### config.mk
export PLATFORM = sky130hd
export DESIGN_NAME = disp_mux4
export DESIGN_NICKNAME = d
export VERILOG_FILES = /design/src/rtl/disp_mux4.sv
export SDC_FILE = /design/constraint.sdc
export NUM_CORES = 1
export LEC_CHECK = 0
export CAP_MARGIN = 15
export CORE_UTILIZATION = 40
export CTS_CLUSTER_DIAMETER = 120
export DETAILED_ROUTE_END_ITERATION = 8
export GPL_TIMING_DRIVEN = 0
export PLACE_DENSITY = 0.79
export REMOVE_ABC_BUFFERS = 1
export SKIP_CTS_REPAIR_TIMING = 1
export SLEW_MARGIN = 25
export SYNTH_ARGS = -nofsm -noshare
export SYNTH_HDL_FRONTEND = slang
export SYNTH_SLANG_ARGS = --single-unit
### constraint.sdc
create_clock -name clk -period 1.6 [get_ports clk]
set_clock_uncertainty 0.1 [all_clocks]
set_input_delay 0.16 -clock clk [delete_from_list [all_inputs] [get_ports clk]]
set_output_delay 0.16 -clock clk [all_outputs]
set_load 0.01 [all_outputs]
### src/rtl/disp_mux4.sv
// Four-digit common-anode seven-segment scan driver.
// A free-running counter picks the digit; its top two bits choose the anode and the pattern.
module disp_mux4 #(
  parameter int N = 18
) (
  input  logic       clk,
  input  logic       reset,
  input  logic [7:0] in3,
  input  logic [7:0] in2,
  input  logic [7:0] in1,
  input  logic [7:0] in0,
  output logic [3:0] an,
  output logic [7:0] sseg
);

  logic [N-1:0] q_reg;
  logic [N-1:0] q_next;
  logic [1:0]   sel;

  assign q_next = q_reg + {{(N-1){1'b0}}, 1'b1};
  assign sel    = q_reg[N-1:N-2];

  always_ff @(posedge clk or negedge reset) begin
    if (!reset) q_reg <= '0;
    else        q_reg <= q_next;
  end

  // Digit 0 doubles as the default so exactly one anode is always driven low.
  always_comb begin
    an   = 4'b1110;
    sseg = in0;
    case (sel)
      2'b00: begin an = 4'b1110; sseg = in0; end
      2'b01: begin an = 4'b1101; sseg = in1; end
      2'b10: begin an = 4'b1011; sseg = in2; end
      2'b11: begin an = 4'b0111; sseg = in3; end
      default: begin an = 4'b1110; sseg = in0; end
    endcase
  end

endmodule

=== Yosys cells after proc, flatten, opt, wreduce, memory -nomap -nowiden ===
Index checks and enable logic that the tools add are counted.

* Bits in writable memories: 0
* Memories kept: 0
* Bits in latches: 0
* Bits in registers: 18
* Output and inout port bits: 12
* Logic and storage cells: 8
* Bits in read-only memories: 0
* Input bits: 34

* $mul: 0
* Add/sub/neg operators: 1
* Reductions and logical operators: 1
* Eq/ne operators: 3
* Order comparisons: 0
* Shift operators: 0
* Div/mod/pow operators: 0
* Bitwise operators: 0
* Multiplexer cells: 2

{| class="wikitable"
|+ Operators with widths
! operator !! count
|-
| $pmux 8 s4 || 1
|-
| $add 18x1->18 const B || 1
|-
| $pmux 4 s4 || 1
|-
| $eq 2x2->1 const B || 2
|-
| $eq 2x1->1 const B || 1
|-
| $logic_not 2->1 || 1
|}

=== Logic depth before layout (Yosys ltp) ===
Gate-level depths: netlist (run 1).

* Depth after elaboration: 2
* Gate-level depth with buffers: 5
* Gate-level depth less buffers: 5

=== Worst setup path before layout (run 1) ===
No wires, ideal clock.

* Path kind: register -> output
* Start: register q_reg[16]
* End: output sseg[0]
* Stages on the path, launching flop included: 4
* Buffers on the path: 2
* Data required time: 1.340 ns
* Slack: 0.146 ns
* Data arrival time: 1.194 ns
* Cells stage by stage: dfrtp_1 buf_2 buf_4 mux4_2

* Cells in the longest elaborated chain, start to end: 2
* Elaborated cells on any way between the ends: 5
* Classes of those cells: eq/ne (3); mux (1); reduce/logical (1)

{| class="wikitable"
|+ RTL lines
! element !! RTL line !! source
|-
| start, declared || 16 || <nowiki>logic [N-1:0] q_reg;</nowiki>
|-
| start signal, assigned || 25 || <nowiki>else q_reg <= q_next;</nowiki>
|-
| $eq 2x2->1, or another cell as far along || 32 || <nowiki>case (sel)</nowiki>
|-
| $pmux 8 s4 (*) || 32 ||
|-
| end, declared || 13 || <nowiki>output logic [7:0] sseg</nowiki>
|}

Every way passes the cells marked *; elsewhere a longest branch is shown, timed or not.

=== Worst setup path after layout (run 1) ===
Ends and elaborated chain as after synthesis.

==> results of run 1 <==
## worst max-delay path, stage by stage, from the launching register on
cell,delay [ns]
dfrtp_4,0.43
buf_4,0.16
mux4_2,0.49
dlymetal6s2s_1,0.18
## area by class of cell
class | instances | area share
inverter | 2 | 0.00487
timing repair buffer | 50 | 0.324
tap | 28 | 0.0227
clock buffer | 3 | 0.0146
sequential | 18 | 0.296
multi-input combinational | 53 | 0.338
## layer usage
metal | track usage | up-vias
li1 | - | 370
met3 | 0.0556 | 0
met4 | 0.0541 | 0
met5 | 0 | -
met2 | 0.314 | 41
met1 | 0.226 | 377
## cells by family after synthesis
kind of cell | count (synthesis) | synth area share
buf+inv | 5 | 0.0254
mux | 8 | 0.183
flops | 18 | 0.457
simple gates | 28 | 0.180
fa+ha+maj | 1 | 0.0127
xor+xnor | 16 | 0.142
## synthesized netlist by cell type, drive strengths merged
cell	count	share of area
dfrtp	18	0.46
xnor2	10	0.089
mux4	8	0.18
nand2	7	0.027
nand3	7	0.041
xor2	6	0.053
and3	5	0.032
buf	3	0.018
nor2	3	0.014
inv	2	0.0076
nand2b	2	0.013
nor3	2	0.027
ha	1	0.013
nand4	1	0.022
or2	1	0.0063
## how the worst max path moves through the flow
stage	to	slack [ns]
after detailed placement	sseg[5]	-0.48
after floorplan	sseg[0]	0.08
after CTS	sseg[5]	-0.81
after global placement	sseg[7]	-0.49
final	sseg[0]	-0.21
after global routing	sseg[0]	-0.27
## per-stage QoR
step	setup TNS, ns	instance area, um^2	setup slack (ns)	std cells	power (mW)
2_1_floorplan	0	968	0.0806	73	0.485
3_3_place_gp	-4.04	1450	-0.488	146	0.592
3_5_place_dp	-4.07	1450	-0.485	146	0.594
4_1_cts	-7.97	1480	-0.809	149	0.807
5_1_grt	-2.04	1540	-0.272	154	0.830
6_report	-1.48	1540	-0.208	154	0.795
## power groups by stage
stage / Sequential (mW) / Combinational, mW / Clock (mW)
detailed placement: 0.464 / 0.130 / 0
finish: 0.454 / 0.125 / 0.216
global placement: 0.464 / 0.128 / 0
global route: 0.455 / 0.134 / 0.241
CTS: 0.455 / 0.131 / 0.222
floorplan: 0.464 / 0.0217 / 0
==> reports/metrics.yaml, run 1 <==
place:
  dp_hpwl_um: 1670
  io_buffers: 45
  gp_congestion: 0.676
detailed_routing:
  avgViaCountPerCell: 5.12
  routed_wirelength_um: 2300
  drc: 0
  ant_nets: 0
  wl_met2_um: 1110
  drtIter0Drc: 10
  top_layer_used: "met3"
  wl_per_cell_um: 14.9
  drtPass1Iterations: 2
  met3_length_um: 248
  detailroute.via_count: 788
  drt-met1-wl_um: 934
global_route:
  grt_max_degree: 19
  overflow: 0
  grt_util_all_layers: 0.185
  grt_pass1_vias: 797
  grt_pass1_wl_um: 3640
  antenna_found_initial: 0
die:
  die_x_um: 51.6
  coreArea_mm2: 0.00228
  die_h_um: 51.6
  die_area_mm2: 0.00267
  rows: 17
  initial_utilization: 0.433
  ios: 46
clocking:
  clk_pin_slew_ns: 0.09
  insertion_delay_ns: 0.29
  clock_path_buffers: 2
  numCtsBuffers: 3
  clock-sinks: 18
  htreeDepth: 1
  cts_root_buffer: "clkbuf_4"
  cts_tree: "yes"
synthesis:
  syn_area_um2: 986
  ys_seq_area_frac: 0.457
  synth_cell_types: 19
  syn_area_per_cell_um2: 13.0
  yosys_register_bits: 18
  synth.yosys.warnings: 0
  netlist_instances: 76
setup_path:
  crit_fanout: 7
  cp-end-kind: "primary output"
  cp.required_ns: 1.34
  crit_type: "flip-flop to primary output"
  crit_arrival_ns: 1.55
  worstSetupStartpointType: "flip-flop"
  critPathLaunch: "q_reg[16]$_DFF_PN0_"
  r2r_slack_ns: 0.15
  r2r-start: "q_reg[2]$_DFF_PN0_"
  ff2ff_path_depth: 4
  r2r-end: "q_reg[17]$_DFF_PN0_"
sta:
  period_minus_slack_ns: 1.81
  slew_violations: 0
  worst_slack_ns: -0.208
  max_slew_margin: 0.487
  max_freq_mhz: 553
  worst_pin_slew_ns: 0.767
  rsz0062_at_grt: "yes"
  finalHoldViolCount: 0
  min_period_over_period: 1.13
  hold_ws_ns: 0.214
  setup_viol: 9
power:
  peakVddDrop_uv: 472
  p_seq_frac: 0.572
  combPwrFrac: 0.157
  p_per_area_mw_per_mm2: 515
  internal_power_mw: 0.636
  pwr-share-clk: 0.272
  netSwitchingFraction: 0.200
  leakage_nw: 0.745
  p_switching_mw: 0.159
layout:
  final_cell_mix: "33 x clkdlybuf4s50_1, 15 x dfrtp_1, 10 x xnor2_1"
  multi_input_area_um2: 522
  n_antenna_cell: 0
  nFillCells: 173
  area_delta_synth_final_pct: 56.5
  drive_gt1_frac: 0.230
  largest_reg_flops: 18
  final_common_cell: "clkdlybuf4s50_1"
  fin_nets: 163
  regArea_um2: 457
  fin_util: 0.678
outcome:
  violations: "negative setup slack"
  outcome: "finished, violations left"
job:
  max_cap_viol_count: 0
worst_hold_path:
  hold_path.class: "input port to asynchronous set/reset pin"
Note: power is estimated with default switching activity, not from simulation.
==> run 2: changes to the inputs <==
--- a/config.mk
+++ b/config.mk
@@ -6,11 +6,11 @@
 export NUM_CORES = 1
 export LEC_CHECK = 0
 export CAP_MARGIN = 15
-export CORE_UTILIZATION = 40
+export CORE_UTILIZATION = 28
 export CTS_CLUSTER_DIAMETER = 120
 export DETAILED_ROUTE_END_ITERATION = 8
 export GPL_TIMING_DRIVEN = 0
-export PLACE_DENSITY = 0.79
+export PLACE_DENSITY = 0.59
 export REMOVE_ABC_BUFFERS = 1
 export SKIP_CTS_REPAIR_TIMING = 1
 export SLEW_MARGIN = 25
==> reports/metrics.yaml, run 2 (synthesized netlist as in run 1, its figures left out) <==
setup_path:
  crit_arrival_ns: 1.58
  ff2ff_path_depth: 5
  cp.required_ns: 1.34
  cp-end-kind: "primary output"
  crit_fanout: 6
  worstSetupStartpointType: "flip-flop"
  crit_type: "flip-flop to primary output"
power:
  p_per_area_mw_per_mm2: 543
  leakage_nw: 0.745
  peakVddDrop_uv: 456
place:
  io_buffers: 45
  gp_congestion: 0.642
  dp_hpwl_um: 1700
  placed_area_mm2: 0.00148
die:
  rows: 21
  die_h_um: 61.3
  ios: 46
  initial_utilization: 0.293
  coreArea_mm2: 0.00336
  die_area_mm2: 0.00376
  die_x_um: 61.3
detailed_routing:
  wl_per_cell_um: 13.1
  drtIter0Drc: 14
  drtPass1Iterations: 3
  drc: 0
  ant_nets: 0
  detailroute.via_count: 802
  routed_wirelength_um: 2270
  avgViaCountPerCell: 4.64
sta:
  min_period_over_period: 1.15
  worst_pin_slew_ns: 0.786
  period_minus_slack_ns: 1.84
  setup_viol: 9
  rsz0062_at_grt: "yes"
  max_freq_mhz: 544
  finalHoldViolCount: 0
  max_slew_margin: 0.475
  worst_slack_ns: -0.237
  hold_ws_ns: 0.213
  slew_violations: 0
clocking:
  clk_pin_slew_ns: 0.10
  numCtsBuffers: 3
  clock-sinks: 18
  cts_tree: "yes"
  insertion_delay_ns: 0.30
  cts_root_buffer: "clkbuf_4"
  htreeDepth: 1
  clock_path_buffers: 2
layout:
  area_delta_synth_final_pct: 60.0
  final_cell_mix: "33 x clkdlybuf4s50_1, 15 x dfrtp_1, 10 x xnor2_1"
  drive_gt1_frac: 0.252
  nFillCells: 323
  fin_nets: 163
  fin_area_mm2: 0.00158
  final_common_cell: "clkdlybuf4s50_1"
  fin_util: 0.469
  n_antenna_cell: 0
  largest_reg_flops: 18
global_route:
  overflow: 0
  grt_pass1_vias: 767
  grt_max_degree: 19
  antenna_found_initial: 0
  grt_pass1_wl_um: 3190
  grt_util_all_layers: 0.116
job:
  max_cap_viol_count: 0
worst_hold_path:
  hold_path.class: "input port to asynchronous set/reset pin"
outcome:
  violations: "negative setup slack"
  outcome: "finished, violations left"
-- run 2: cell type report --
cell class | count | area, um^2 | area share
multi-input cells | 53 | 534 | 0.339
repair buffers | 50 | 485 | 0.308
flip-flops and latches | 18 | 457 | 0.289
well taps | 46 | 57.6 | 0.0365
clock buffers | 4 | 36.3 | 0.0230
inverters | 2 | 7.51 | 0.00476
-- run 2: path summary, 6_finish.rpt --
| kind | start | to | slack, ns |
|---|---|---|---|
| setup / recovery | q_reg[16]$_DFF_PN0_ | sseg[4] | -0.24 |
| hold / removal | reset | q_reg[11]$_DFF_PN0_ | 0.21 |
| max in group asynchronous | reset | q_reg[16]$_DFF_PN0_ | 0.62 |
| setup reg to reg | q_reg[1]$_DFF_PN0_ | q_reg[10]$_DFF_PN0_ | 0.09 |
| min in group clk | q_reg[8]$_DFF_PN0_ | q_reg[8]$_DFF_PN0_ | 0.38 |
| hold reg to reg | q_reg[8]$_DFF_PN0_ | q_reg[8]$_DFF_PN0_ | 0.38 |
-- run 2: worst max-delay path, stage by stage (launching register included) --
cell            delay, ns
dfrtp_4              0.43
buf_2                0.17
mux4_2               0.50
dlymetal6s2s_1       0.18
-- run 2: layer usage --
| layer | track usage | wire length, um | up-vias |
|---|---|---|---|
| met1 | 0.125 | 802 | 384 |
| met3 | 0.0378 | 406 | 3 |
| met4 | 0.0476 | 22 | 0 |
| met5 | 0 | 0 | - |
| li1 | - | - | 367 |
| met2 | 0.210 | 1040 | 48 |
-- run 2: report_power, final --
part / switching (mW) / leakage [nW] / internal [mW]
logic: 0.0296 / 0.491 / 0.0928
clock network: 0.142 / 0.0210 / 0.139
registers: 0 / 0.233 / 0.455
total: 0.171 / 0.745 / 0.686
-- run 2: through the flow --
| stage | total power [mW] | std cells | setup WS, ns | TNS [ns] |
|---|---|---|---|---|
| 2_1_floorplan | 0.485 | 73 | 0.0806 | 0 |
| 3_3_place_gp | 0.592 | 164 | -0.511 | -4.31 |
| 3_5_place_dp | 0.594 | 164 | -0.498 | -4.28 |
| 4_1_cts | 0.876 | 168 | -0.838 | -8.42 |
| 5_1_grt | 0.895 | 173 | -0.307 | -2.22 |
| 6_report | 0.857 | 173 | -0.237 | -1.57 |
==> run 3: changes to the inputs <==
--- a/config.mk
+++ b/config.mk
@@ -10,7 +10,7 @@
 export CTS_CLUSTER_DIAMETER = 120
 export DETAILED_ROUTE_END_ITERATION = 8
 export GPL_TIMING_DRIVEN = 0
-export PLACE_DENSITY = 0.59
+export PLACE_DENSITY = 0.55
 export REMOVE_ABC_BUFFERS = 1
 export SKIP_CTS_REPAIR_TIMING = 1
 export SLEW_MARGIN = 25
==> reports/metrics.yaml, run 3 (synthesized netlist as in run 1, its figures left out) <==
outcome:
  outcome: "finished, violations left"
  violations: "negative setup slack"
sta:
  max_slew_margin: 0.476
  worst_pin_slew_ns: 0.784
  worst_slack_ns: -0.171
  tns_ns: -1.24
  max_freq_mhz: 565
  period_minus_slack_ns: 1.77
  setup_viol: 9
  hold_ws_ns: 0.215
  slew_violations: 0
  rsz0062_at_grt: "yes"
  min_period_over_period: 1.11
  finalHoldViolCount: 0
place:
  gp_congestion: 0.639
  dp_slack_ns: -0.517
  dp_hpwl_um: 1660
  placed_cells: 164
  placed_area_mm2: 0.00148
  io_buffers: 45
power:
  peakVddDrop_uv: 587
  p_per_area_mw_per_mm2: 541
  leakage_nw: 0.708
  total_power_mw: 0.851
die:
  initial_utilization: 0.293
  ios: 46
  die_h_um: 61.3
  coreArea_mm2: 0.00336
  die_area_mm2: 0.00376
  rows: 21
  die_x_um: 61.3
worst_hold_path:
  hold_path.class: "input port to asynchronous set/reset pin"
layout:
  regArea_um2: 457
  final_cell_mix: "33 x clkdlybuf4s50_1, 15 x dfrtp_1, 10 x xnor2_1"
  multi_input_area_um2: 524
  fin_nets: 166
  area_delta_synth_final_pct: 59.5
  fin_area_mm2: 0.00157
  drive_gt1_frac: 0.300
  n_antenna_cell: 0
  instances_no_fill: 176
  fin_util: 0.468
  final_common_cell: "clkdlybuf4s50_1"
  largest_reg_flops: 18
  nFillCells: 350
detailed_routing:
  routed_wirelength_um: 2260
  wl_per_cell_um: 12.8
  avgViaCountPerCell: 4.51
  detailroute.via_count: 794
  drtPass1Iterations: 2
  drtIter0Drc: 30
  ant_nets: 0
  drc: 0
clocking:
  clock_path_buffers: 2
  htreeDepth: 1
  cts_root_buffer: "clkbuf_4"
  clock-sinks: 18
  clk_pin_slew_ns: 0.11
  cts_tree: "yes"
  numCtsBuffers: 3
  insertion_delay_ns: 0.29
global_route:
  grt_pass1_vias: 744
  grt_pass1_wl_um: 3190
  grt_util_all_layers: 0.114
  overflow: 0
  antenna_found_initial: 0
  grt_max_degree: 19
setup_path:
  worstSetupStartpointType: "flip-flop"
  crit_arrival_ns: 1.51
  crit_type: "flip-flop to primary output"
  cp.required_ns: 1.34
  cp-end-kind: "primary output"
  crit_fanout: 4
job:
  max_cap_viol_count: 0
==> run 3: cell count changes in the layout (fill, tap and decap cells not counted) <==
cell / delta
ha_4: -1
or2_2: -1
or2_4: +1
clkbuf_2: +4
ha_1: +1
buf_6: +4
buf_2: -1
dlymetal6s2s_1: -5
buf_4: +1
==> run 3: routing by layer <==
metal,track usage,share of wire,routed length [um]
met3,0.0336,0.16,359
met1,0.126,0.41,916
met2,0.210,0.43,974
met5,0,0,0
met4,0.0381,0.0049,11
==> run 3: layout make-up <==
cell class                      instances  share of cell area
Clock buffer                            4              0.0231
Inverter                                2             0.00477
Sequential cell                        18               0.290
Tap cell                               46              0.0366
Multi-Input combinational cell         53               0.333
Timing Repair Buffer                   53               0.312
==> run 3: power breakdown <==
group	switching, mW	internal, mW
sequential	0	0.455
combinational	0.0299	0.0891
clock	0.139	0.139
total	0.169	0.682
==> run 3: worst paths after layout <==
path,slack [ns],cells past startpoint,from,endpoint
max reg2reg,0.16,5,q_reg[0]$_DFF_PN0_,q_reg[14]$_DFF_PN0_
min in group clk,0.38,1,q_reg[11]$_DFF_PN0_,q_reg[11]$_DFF_PN0_
max in group asynchronous,0.61,1,reset,q_reg[16]$_DFF_PN0_
max,-0.17,3,q_reg[16]$_DFF_PN0_,sseg[6]
min reg2reg,0.38,1,q_reg[11]$_DFF_PN0_,q_reg[11]$_DFF_PN0_
min,0.22,1,reset,q_reg[1]$_DFF_PN0_
==> run 3: worst max-delay path, cell delays in order, from the launching register on <==
cell	delay [ns]
dfrtp_4	0.51
buf_4	0.15
mux4_2	0.42
clkbuf_2	0.14
